$ cat src/rtl/l1_resp_pkg.sv
// ----------------------------------------------------------------------------
// l1_resp_pkg
// Shared constants and types for the L1 PTE responder.
//   FAULT_WORD     : word returned for faulting PTE loads (bits [31:12] set)
//   VA_W / PA_W    : request address width / returned word width
//   l1_resp_slot_t : one response pipeline slot {vld, data}
// ----------------------------------------------------------------------------
package l1_resp_pkg;

   localparam int unsigned VA_W = 28;
   localparam int unsigned PA_W = 32;

   localparam logic [PA_W-1:0] FAULT_WORD = 32'hFFFF_F000;

   typedef struct packed {
      logic            vld;
      logic [PA_W-1:0] data;
   } l1_resp_slot_t;

endpackage : l1_resp_pkg

$ cat src/rtl/sat_cnt16.sv
// ----------------------------------------------------------------------------
// sat_cnt16
// 16-bit up counter that sticks at 16'hFFFF instead of wrapping.
// Ports:
//   clk_i   : clock
//   rst_ni  : asynchronous active-low reset, clears the count
//   inc_i   : add one on this edge (ignored once saturated)
//   cnt_o   : current count
// ----------------------------------------------------------------------------
module sat_cnt16 (
   input  logic        clk_i,
   input  logic        rst_ni,
   input  logic        inc_i,
   output logic [15:0] cnt_o
);

   logic [15:0] cnt_q;
   logic [15:0] cnt_d;

   always_comb begin
      cnt_d = cnt_q;
      if (inc_i && (cnt_q != 16'hFFFF)) begin
         cnt_d = cnt_q + 16'd1;
      end
   end

   always_ff @(posedge clk_i or negedge rst_ni) begin
      if (!rst_ni) begin
         cnt_q <= '0;
      end else begin
         cnt_q <= cnt_d;
      end
   end

   assign cnt_o = cnt_q;

endmodule : sat_cnt16

$ cat src/rtl/l1_pte_responder.sv
// ----------------------------------------------------------------------------
// l1_pte_responder
// Responder end of the page-table walker's L1 interface. Looks up 32-bit PTE
// words in a local, writable PTE store and returns them LAT cycles after the
// request, with an optional one-cycle-late cancel.
//
// Handshake: there is no ready. A request is taken on any rising edge with
// l1_va_vld_i=1 and stall_i=0; a request offered while stalled is lost. Each
// taken request produces exactly one l1_vld_o cycle, in order, unless it is
// cancelled by l1_cancel_i on the edge after it was taken.
//
// Parameters:
//   LAT    : request-to-response latency in cycles (2..4)
//   ADDR_W : PTE store index width, DEPTH = 2**ADDR_W words
// Ports:
//   clk_i, resetn_i : clock, asynchronous active-low reset
//   l1_va_i         : word-aligned byte address of the PTE
//   l1_va_vld_i     : request valid
//   l1_cancel_i     : kill the request taken on the previous edge
//   l1_pa_o         : returned PTE word
//   l1_vld_o        : response valid
//   stall_i         : freeze the pipeline and refuse new requests
//   cfg_we_i        : PTE store write enable
//   cfg_addr_i      : PTE store write index
//   cfg_wdata_i     : PTE store write data
//   req_cnt_o       : accepted request count, saturating
//   cancel_cnt_o    : effective cancel count, saturating
// ----------------------------------------------------------------------------
module l1_pte_responder
   import l1_resp_pkg::*;
#(
   parameter int unsigned LAT    = 2,
   parameter int unsigned ADDR_W = 6
) (
   input  logic              clk_i,
   input  logic              resetn_i,
   input  logic [VA_W-1:0]   l1_va_i,
   input  logic              l1_va_vld_i,
   input  logic              l1_cancel_i,
   output logic [PA_W-1:0]   l1_pa_o,
   output logic              l1_vld_o,
   input  logic              stall_i,
   input  logic              cfg_we_i,
   input  logic [ADDR_W-1:0] cfg_addr_i,
   input  logic [PA_W-1:0]   cfg_wdata_i,
   output logic [15:0]       req_cnt_o,
   output logic [15:0]       cancel_cnt_o
);

   localparam int unsigned DEPTH = 2 ** ADDR_W;

   logic [PA_W-1:0] store_q [DEPTH];

   l1_resp_slot_t pipe_q [LAT];
   l1_resp_slot_t pipe_d [LAT];

   logic              accept;
   logic              cancel_hit;
   logic              is_fault;
   logic [ADDR_W-1:0] lookup_idx;
   logic [PA_W-1:0]   lookup_data;

   // ------------------------------------------------------------------------
   // Request decode and store lookup
   // ------------------------------------------------------------------------
   assign accept     = l1_va_vld_i & ~stall_i;
   assign lookup_idx = l1_va_i[ADDR_W+1:2];

   // Anything above the store window or not word aligned is a fault.
   assign is_fault = (l1_va_i[VA_W-1:ADDR_W+2] != '0) || (l1_va_i[1:0] != 2'b00);

   // The store is read before this edge's write lands, so a same-edge write to
   // the looked-up index is seen only by later requests.
   assign lookup_data = is_fault ? FAULT_WORD : store_q[lookup_idx];

   // A cancel only counts when it actually kills a live stage-1 slot.
   assign cancel_hit = l1_cancel_i & pipe_q[0].vld;

   // ------------------------------------------------------------------------
   // Response pipeline
   // ------------------------------------------------------------------------
   always_comb begin
      pipe_d = pipe_q;
      if (stall_i) begin
         // Frozen, but a cancel still reaches the held stage-1 slot.
         pipe_d[0].vld = pipe_q[0].vld & ~l1_cancel_i;
      end else begin
         // Stage 1 takes the new request; the cancel applies to the slot
         // leaving stage 1, never to the one entering it.
         pipe_d[0].vld  = accept;
         pipe_d[0].data = lookup_data;
         pipe_d[1].vld  = pipe_q[0].vld & ~l1_cancel_i;
         pipe_d[1].data = pipe_q[0].data;
         for (int k = 2; k < LAT; k++) begin
            pipe_d[k] = pipe_q[k-1];
         end
      end
   end

   always_ff @(posedge clk_i or negedge resetn_i) begin
      if (!resetn_i) begin
         for (int k = 0; k < LAT; k++) begin
            pipe_q[k] <= '0;
         end
      end else begin
         pipe_q <= pipe_d;
      end
   end

   // The last stage is the registered response.
   assign l1_vld_o = pipe_q[LAT-1].vld;
   assign l1_pa_o  = pipe_q[LAT-1].data;

   // ------------------------------------------------------------------------
   // PTE store
   // ------------------------------------------------------------------------
   always_ff @(posedge clk_i or negedge resetn_i) begin
      if (!resetn_i) begin
         for (int i = 0; i < DEPTH; i++) begin
            store_q[i] <= '0;
         end
      end else if (cfg_we_i) begin
         store_q[cfg_addr_i] <= cfg_wdata_i;
      end
   end

   // ------------------------------------------------------------------------
   // Performance counters
   // ------------------------------------------------------------------------
   sat_cnt16 u_req_cnt (
      .clk_i  (clk_i),
      .rst_ni (resetn_i),
      .inc_i  (accept),
      .cnt_o  (req_cnt_o)
   );

   sat_cnt16 u_cancel_cnt (
      .clk_i  (clk_i),
      .rst_ni (resetn_i),
      .inc_i  (cancel_hit),
      .cnt_o  (cancel_cnt_o)
   );

endmodule : l1_pte_responder

$ cat config.mk
export PLATFORM = sky130hd
export DESIGN_NAME = l1_pte_responder
export DESIGN_NICKNAME = d
export VERILOG_FILES = /design/src/rtl/l1_resp_pkg.sv /design/src/rtl/sat_cnt16.sv /design/src/rtl/l1_pte_responder.sv
export SDC_FILE = /design/constraint.sdc
export NUM_CORES = 2
export LEC_CHECK = 0
export ABC_CLOCK_PERIOD_IN_PS = 4600
export BUFFER_PORTS_ARGS = -buffer_cell sky130_fd_sc_hd__buf_4
export CAP_MARGIN = 20
export CORE_MARGIN = 4
export CORE_UTILIZATION = 35
export DETAILED_ROUTE_END_ITERATION = 10
export GPL_ROUTABILITY_DRIVEN = 0
export SLEW_MARGIN = 10
export SYNTH_ARGS = -nofsm -noshare
export SYNTH_HDL_FRONTEND = slang
export SYNTH_SLANG_ARGS = --single-unit
export TNS_END_PERCENT = 1
$ cat constraint.sdc
create_clock -name clk_i -period 4.6 [get_ports clk_i]
set_clock_uncertainty 0.15 [all_clocks]
set_input_delay 0.23 -clock clk_i [delete_from_list [all_inputs] [get_ports clk_i]]
set_output_delay 0.23 -clock clk_i [all_outputs]
set_load 0.02 [all_outputs]
-- Yosys cells after proc, flatten, opt, wreduce, memory -nomap -nowiden
Index checks and enable logic that the tools add are counted.
- $add $sub $neg: 2
- magnitude comparators: 3
- equal/unequal tests: 2
- mux-type cells: 8
- bitwise logic cells: 7
- reductions and logical operators: 6
- operators with widths (cell ; number):
    $bwmux W2048 ; 1
    $bmux W32 S6 ; 1
    $demux W32 S6 ; 1
    $mux W32 ; 4
    $add A16 B1 Y16 const B ; 2
    $ne A16 B16 Y1 const B ; 2
    $reduce_bool A20 Y1 ; 1
    $ge A7 B7 Y1 const B ; 2
    $not A6 Y7 ; 2
    $lt A7 B1 Y1 const B ; 1
    $and A1 B1 Y1 ; 3
    $logic_and A1 B1 Y1 ; 3
    $not A1 Y1 ; 2
    $reduce_bool A2 Y1 ; 1
    $logic_or A1 B1 Y1 ; 1
    $mux W1 ; 1
- flip-flop bits (word level): 2146
- input bits: 72
- output and inout bits: 65

-- Longest topological paths before layout
- word-level depth: 6
- gate-level depth with buffers: 10
- mapped depth without buffers: 6

-- Modules after synthesis
From an unflattened synthesis, not the netlist that was laid out.
- cell total of the unflattened synthesis: 6268
- area total of the unflattened synthesis: 97456.0 µm²
- modules (own cells, without submodules) (module ; instances ; cells each ; area an instance (µm²) ; sequential area each (µm²)):
    l1_pte_responder ; 1 ; 6114 ; 95686.8 ; 52900.7
    sat_cnt16 ; 2 ; 77 ; 884.6 ; 400.4

-- Least setup slack after synthesis
Ideal clock, no wire load.
- path kind: reg2reg
- start point: register u_req_cnt.cnt_q[0] (netlist: u_req_cnt.cnt_o[0])
- end point: register u_req_cnt.cnt_q[11] (netlist: u_req_cnt.cnt_o[11])
- setup time: 0.129 ns
- arrival: 2.282 ns
- required time: 4.321 ns
- setup slack: 2.039 ns
- stages on the path, launching flop included: 7
- cell sequence: dfrtp_1 ha_1 nand2_1 nor4_1 a2111oi_0 or3b_2 xnor2_1
- word-level cells in the longest chain between the ends: 2
- elaborated cells on any way between the ends: 3
- those cells by class: 1 x add/sub; 1 x eq/ne; 1 x reduce/logical
- ends and longest elaborated chain (element ; line ; RTL):
    from (decl) ; sat_cnt16.sv:17 ; logic [15:0] cnt_q;
    from (signal assigned) ; sat_cnt16.sv:31 ; cnt_q <= cnt_d;
    branches (longest 2 deep; another with $add A16 B1 Y16) ; n/a ;
Parallel ways; which one is timed is not known.
A chain may end at the register's enable or synchronous reset.

==> results.txt <==
----------------------------------------------------
[Clocking]
  Post-CTS repair timing setup buffer count ... 0
  Number of buffers added by the clock tree synthesis step ... 235
  CTS H-tree depth ... 4
  TritonCTS clock tree ... yes
  Number of buffers between clock root and the deepest sink ... 4
  Sinks on Clock Net ... 2146
  Worst-skew pair later-pin latency ... 0.91 ns
  Clock root buffer ... sky130_fd_sc_hd__clkbuf_16
  Clock-pin slew on the worst setup and hold paths ... 0.06 ns

[Synthesis]
  Yosys top cell by area ... sky130_fd_sc_hd__dfrtp_1
  Share of the synthesized area in compound gates (AO/OA/AOI/OAI) ... 2.46%
  Library cell with the highest instance count after synthesis ... sky130_fd_sc_hd__dfrtp_1
  Adder-cell share of the synthesized area ... 0.0257%
  Post-synth top area share ... 55.2%
  Post-synthesis sequential element count ... 2146
  Post-synth top flop ... sky130_fd_sc_hd__dfrtp_1
  Multiplexer fraction of the synthesized cell area ... 37.4%
  Number of standard cells after synthesis ... 6255
  Top cells by instance count after synthesis ... sky130_fd_sc_hd__dfrtp_1 (2146), sky130_fd_sc_hd__mux2_2 (2121), sky130_fd_sc_hd__mux4_2 (472)
  Portion of the post-synthesis area used by sequential elements ... 55.2%
  Synth area leaders ... sky130_fd_sc_hd__dfrtp_1 (55%), sky130_fd_sc_hd__mux2_2 (25%), sky130_fd_sc_hd__mux4_2 (11%)
  Proportion of register bits with asynchronous set or reset after synthesis ... 100%
  YS warnings ... 0
  Post-synthesis instance area ... 97300 sq um
  Count of flip-flops with a built-in enable after synthesis ... 0
  Post-Synth XOR/XNOR Area ... 0.261%
  Post-synthesis average cell area ... 15.5 sq um
  Combinational family with the most area after synthesis ... multiplexers
  Post-synthesis simple-gate area fraction ... 1.54%
  Net count after synthesis ... 6329
  Cell variety after synth ... 64

[GRT]
  GR Overflow Total ... 0
  Antenna violations before repair ... 18
  Vias in the first global route ... 60300
  First-pass GRT wire length ... 440000 microns
  Pin count of the biggest net entering global routing ... 168
  All-Layer GR Usage ... 20.8%

[Flow run]
  Max-cap violations ... 0

[Power]
  Switching pwr ... 11.8 mW
  Switching part of the total ... 24.9%
  Int Pwr ... 35.7 mW
  Total power draw ... 47.5 mW
  Leakage ... 50.2 nW
  Worst supply voltage drop on vdd ... 0.307 mV
  Sequential Power Share ... 47.5%
  Clock group share of total power ... 39.5%
  Part of the power in combinational logic ... 13.0%
  Power per unit of standard cell area ... 428 nW/um^2

[Place]
  Pre-CTS setup slack ... 0.788 ns
  Sum of net half-perimeters after detailed placement ... 184000 microns
  Number of I/O port buffers ... 136

[Floorplan]
  Horizontal die dimension ... 535 microns
  Overall die area ... 286000 sq um
  Effective utilization at floorplan ... 35.2%
  Core Box Area ... 276000 sq um
  Ports placed on the boundary ... 137
  Site Rows ... 193
  Y dimension of the die ... 535 microns

[Cells and area]
  Share of final-layout standard cells stronger than drive strength 1 ... 52.7%
  Fin nets ... 6323
  Syn-to-layout area delta ... 14.1%

[Timing]
  Final Setup Violations ... 0
  Summed negative setup slack over all endpoints ... 0 ns
  Tcrit/Tclk final ... 72.6%
  Number of pins exceeding their max-slew limit in the final report ... 0
  Min Tclk post-route ... 3.34 ns
  Slew at the pin closest to its max-slew limit ... 1.21 ns
  Count of endpoints failing hold in the final timing report ... 0
  RSZ-0062 raised after global routing ... no
  Fmax ... 0.300 GHz
  Final worst-path setup slack ... 1.26 ns
  Tightest slew margin relative to the limit ... 19.1%

[Outcome]
  Outcome ... complete, no violations

[Routing]
  DRT Wirelength ... 300000 microns
  Final routed wire length divided by cell count ... 29.6 microns
  Number of remaining DRC errors ... 0
  Routed Antenna Nets ... 0
  DRC violation total after the first TritonRoute iteration ... 4852
  Mean number of vias per cell ... 5.63
  Number of vias in the routed layout ... 57100
  Number of detailed-route iterations in the first pass ... 5

[Worst hold path]
  Worst hold stages ... 5
  Kind of path behind the tightest hold check ... input pin to register

[Critical path]
  Worst setup path class ... input pin to register
  Worst R2R Path Depth ... 4
  Nature of the critical path endpoint ... register
  Crit path launch type ... input pin
  Worst Path Arrival ... 3.89 ns
  Largest fanout on the critical path ... 24
  Data required, critical path ... 5.15 ns

----------------------------------------------------
[final cells by class]
class	instances	area, sq um
multi-input cells	3441	40900
clock inverters	49	587
repair buffers	406	4010
well taps	3705	4640
inverters	19	78.8
diodes	8	20.0
clock buffers	364	7030
fillers	25200	166000
flip-flops and latches	2146	53700
[worst paths after layout]
| check | from | end | slack [ns] |
|---|---|---|---|
| min in group asynchronous | resetn_i | store_q[265] | 0.11 |
| worst min register to register | l1_pa_o[22] | l1_pa_o[22] | 0.34 |
| worst min-delay path | cfg_addr_i[0] | store_q[5] | 0.10 |
| worst max-delay path | stall_i | pipe_q[54] | 1.26 |
| max in group asynchronous | resetn_i | store_q[1450] | 3.17 |
| worst max register to register | store_q[917] | pipe_q[54] | 1.76 |
[routing by layer]
layer | routed length (microns) | GRT usage (%) | vias to the layer above
li1 | - | - | 23100
met1 | 133000 | 29.5 | 31800
met2 | 139000 | 32.7 | 1652
met3 | 17700 | 3.39 | 498
met4 | 9800 | 6.38 | 6
met5 | 29 | 0 | -
[power by group through the flow]
stage / combinational (mW) / sequential, mW / clock (mW)
floorplan: 4.32 / 22.5 / 0
global placement: 5.99 / 22.7 / 0
detailed placement: 6.16 / 22.9 / 0
CTS: 6.22 / 22.5 / 19.1
global route: 6.64 / 22.8 / 19.9
finish: 6.15 / 22.6 / 18.8
[flip-flops by register name, indices dropped and copies added, names as in the netlist]
signal and flops:
u_cancel_cnt.cnt_o 16, u_req_cnt.cnt_o 16, l1_pa_o 32, l1_vld_o 1
store_q 2048, pipe_q 33
[cells in the final DEF (no fill, tap or decap), types with 15 or more instances in the layout]
cell and count:
sky130_fd_sc_hd__a221oi_1 19, sky130_fd_sc_hd__clkinv_2 33, sky130_fd_sc_hd__nor2_4 48, sky130_fd_sc_hd__buf_12 61, sky130_fd_sc_hd__nand2_1 98, sky130_fd_sc_hd__dfrtp_1 2146, sky130_fd_sc_hd__clkbuf_8 64, sky130_fd_sc_hd__o22ai_1 23
sky130_fd_sc_hd__dlygate4sd3_1 48, sky130_fd_sc_hd__a21oi_1 44, sky130_fd_sc_hd__nand2_2 17, sky130_fd_sc_hd__nor2_1 20, sky130_fd_sc_hd__a32oi_1 19, sky130_fd_sc_hd__and2_1 22, sky130_fd_sc_hd__clkbuf_1 64, sky130_fd_sc_hd__nand3_1 23
sky130_fd_sc_hd__inv_1 15, sky130_fd_sc_hd__buf_4 289, sky130_fd_sc_hd__xor2_1 15, sky130_fd_sc_hd__clkbuf_16 236, sky130_fd_sc_hd__mux4_2 472, sky130_fd_sc_hd__mux2i_1 179, sky130_fd_sc_hd__a22oi_1 44, sky130_fd_sc_hd__o21ai_0 30
sky130_fd_sc_hd__o221ai_1 36, sky130_fd_sc_hd__nand4_1 15, sky130_fd_sc_hd__mux2_2 2121
[logic make-up (layout without fill, tap and decap cells)]
family          count (synthesis)  after routing
compound gates                319            319
fa+ha+maj                       2              2
other cells                     0              8
xor+xnor                       29             29
simple gates                  316            316
buf+inv                       668            838
flops                        2146           2146
mux                          2775           2775
[metrics by stage]
stage	instance area [sq um]	cells	utilization (%)	hold WS, ns
after floorplan	97300	6255	-	-0.216
after global placement	103000	9664	37.2	0.0577
after detailed placement	103000	9668	37.2	0.0819
after CTS	111000	10100	40.1	0.0404
after global routing	111000	10100	40.1	0.110
final	111000	10100	40.1	0.105
[worst max-delay path, cell delays in order]
cell                            delay (ns)
sky130_fd_sc_hd__dlygate4sd3_1        0.55
sky130_fd_sc_hd__buf_4                0.34
sky130_fd_sc_hd__nor4_1               0.25
sky130_fd_sc_hd__nand4_1              0.49
sky130_fd_sc_hd__or2_2                0.48
sky130_fd_sc_hd__buf_4                0.33
sky130_fd_sc_hd__a2111oi_0            1.05
sky130_fd_sc_hd__a311oi_1             0.10
[repair_timing]
item	4_1_cts	5_1_grt
setup endpoints to repair	0	0
hold endpoints to repair	3625	0
hold buffers	49	0
resized for setup	0	0
Note: power is estimated with default switching activity, not from simulation.
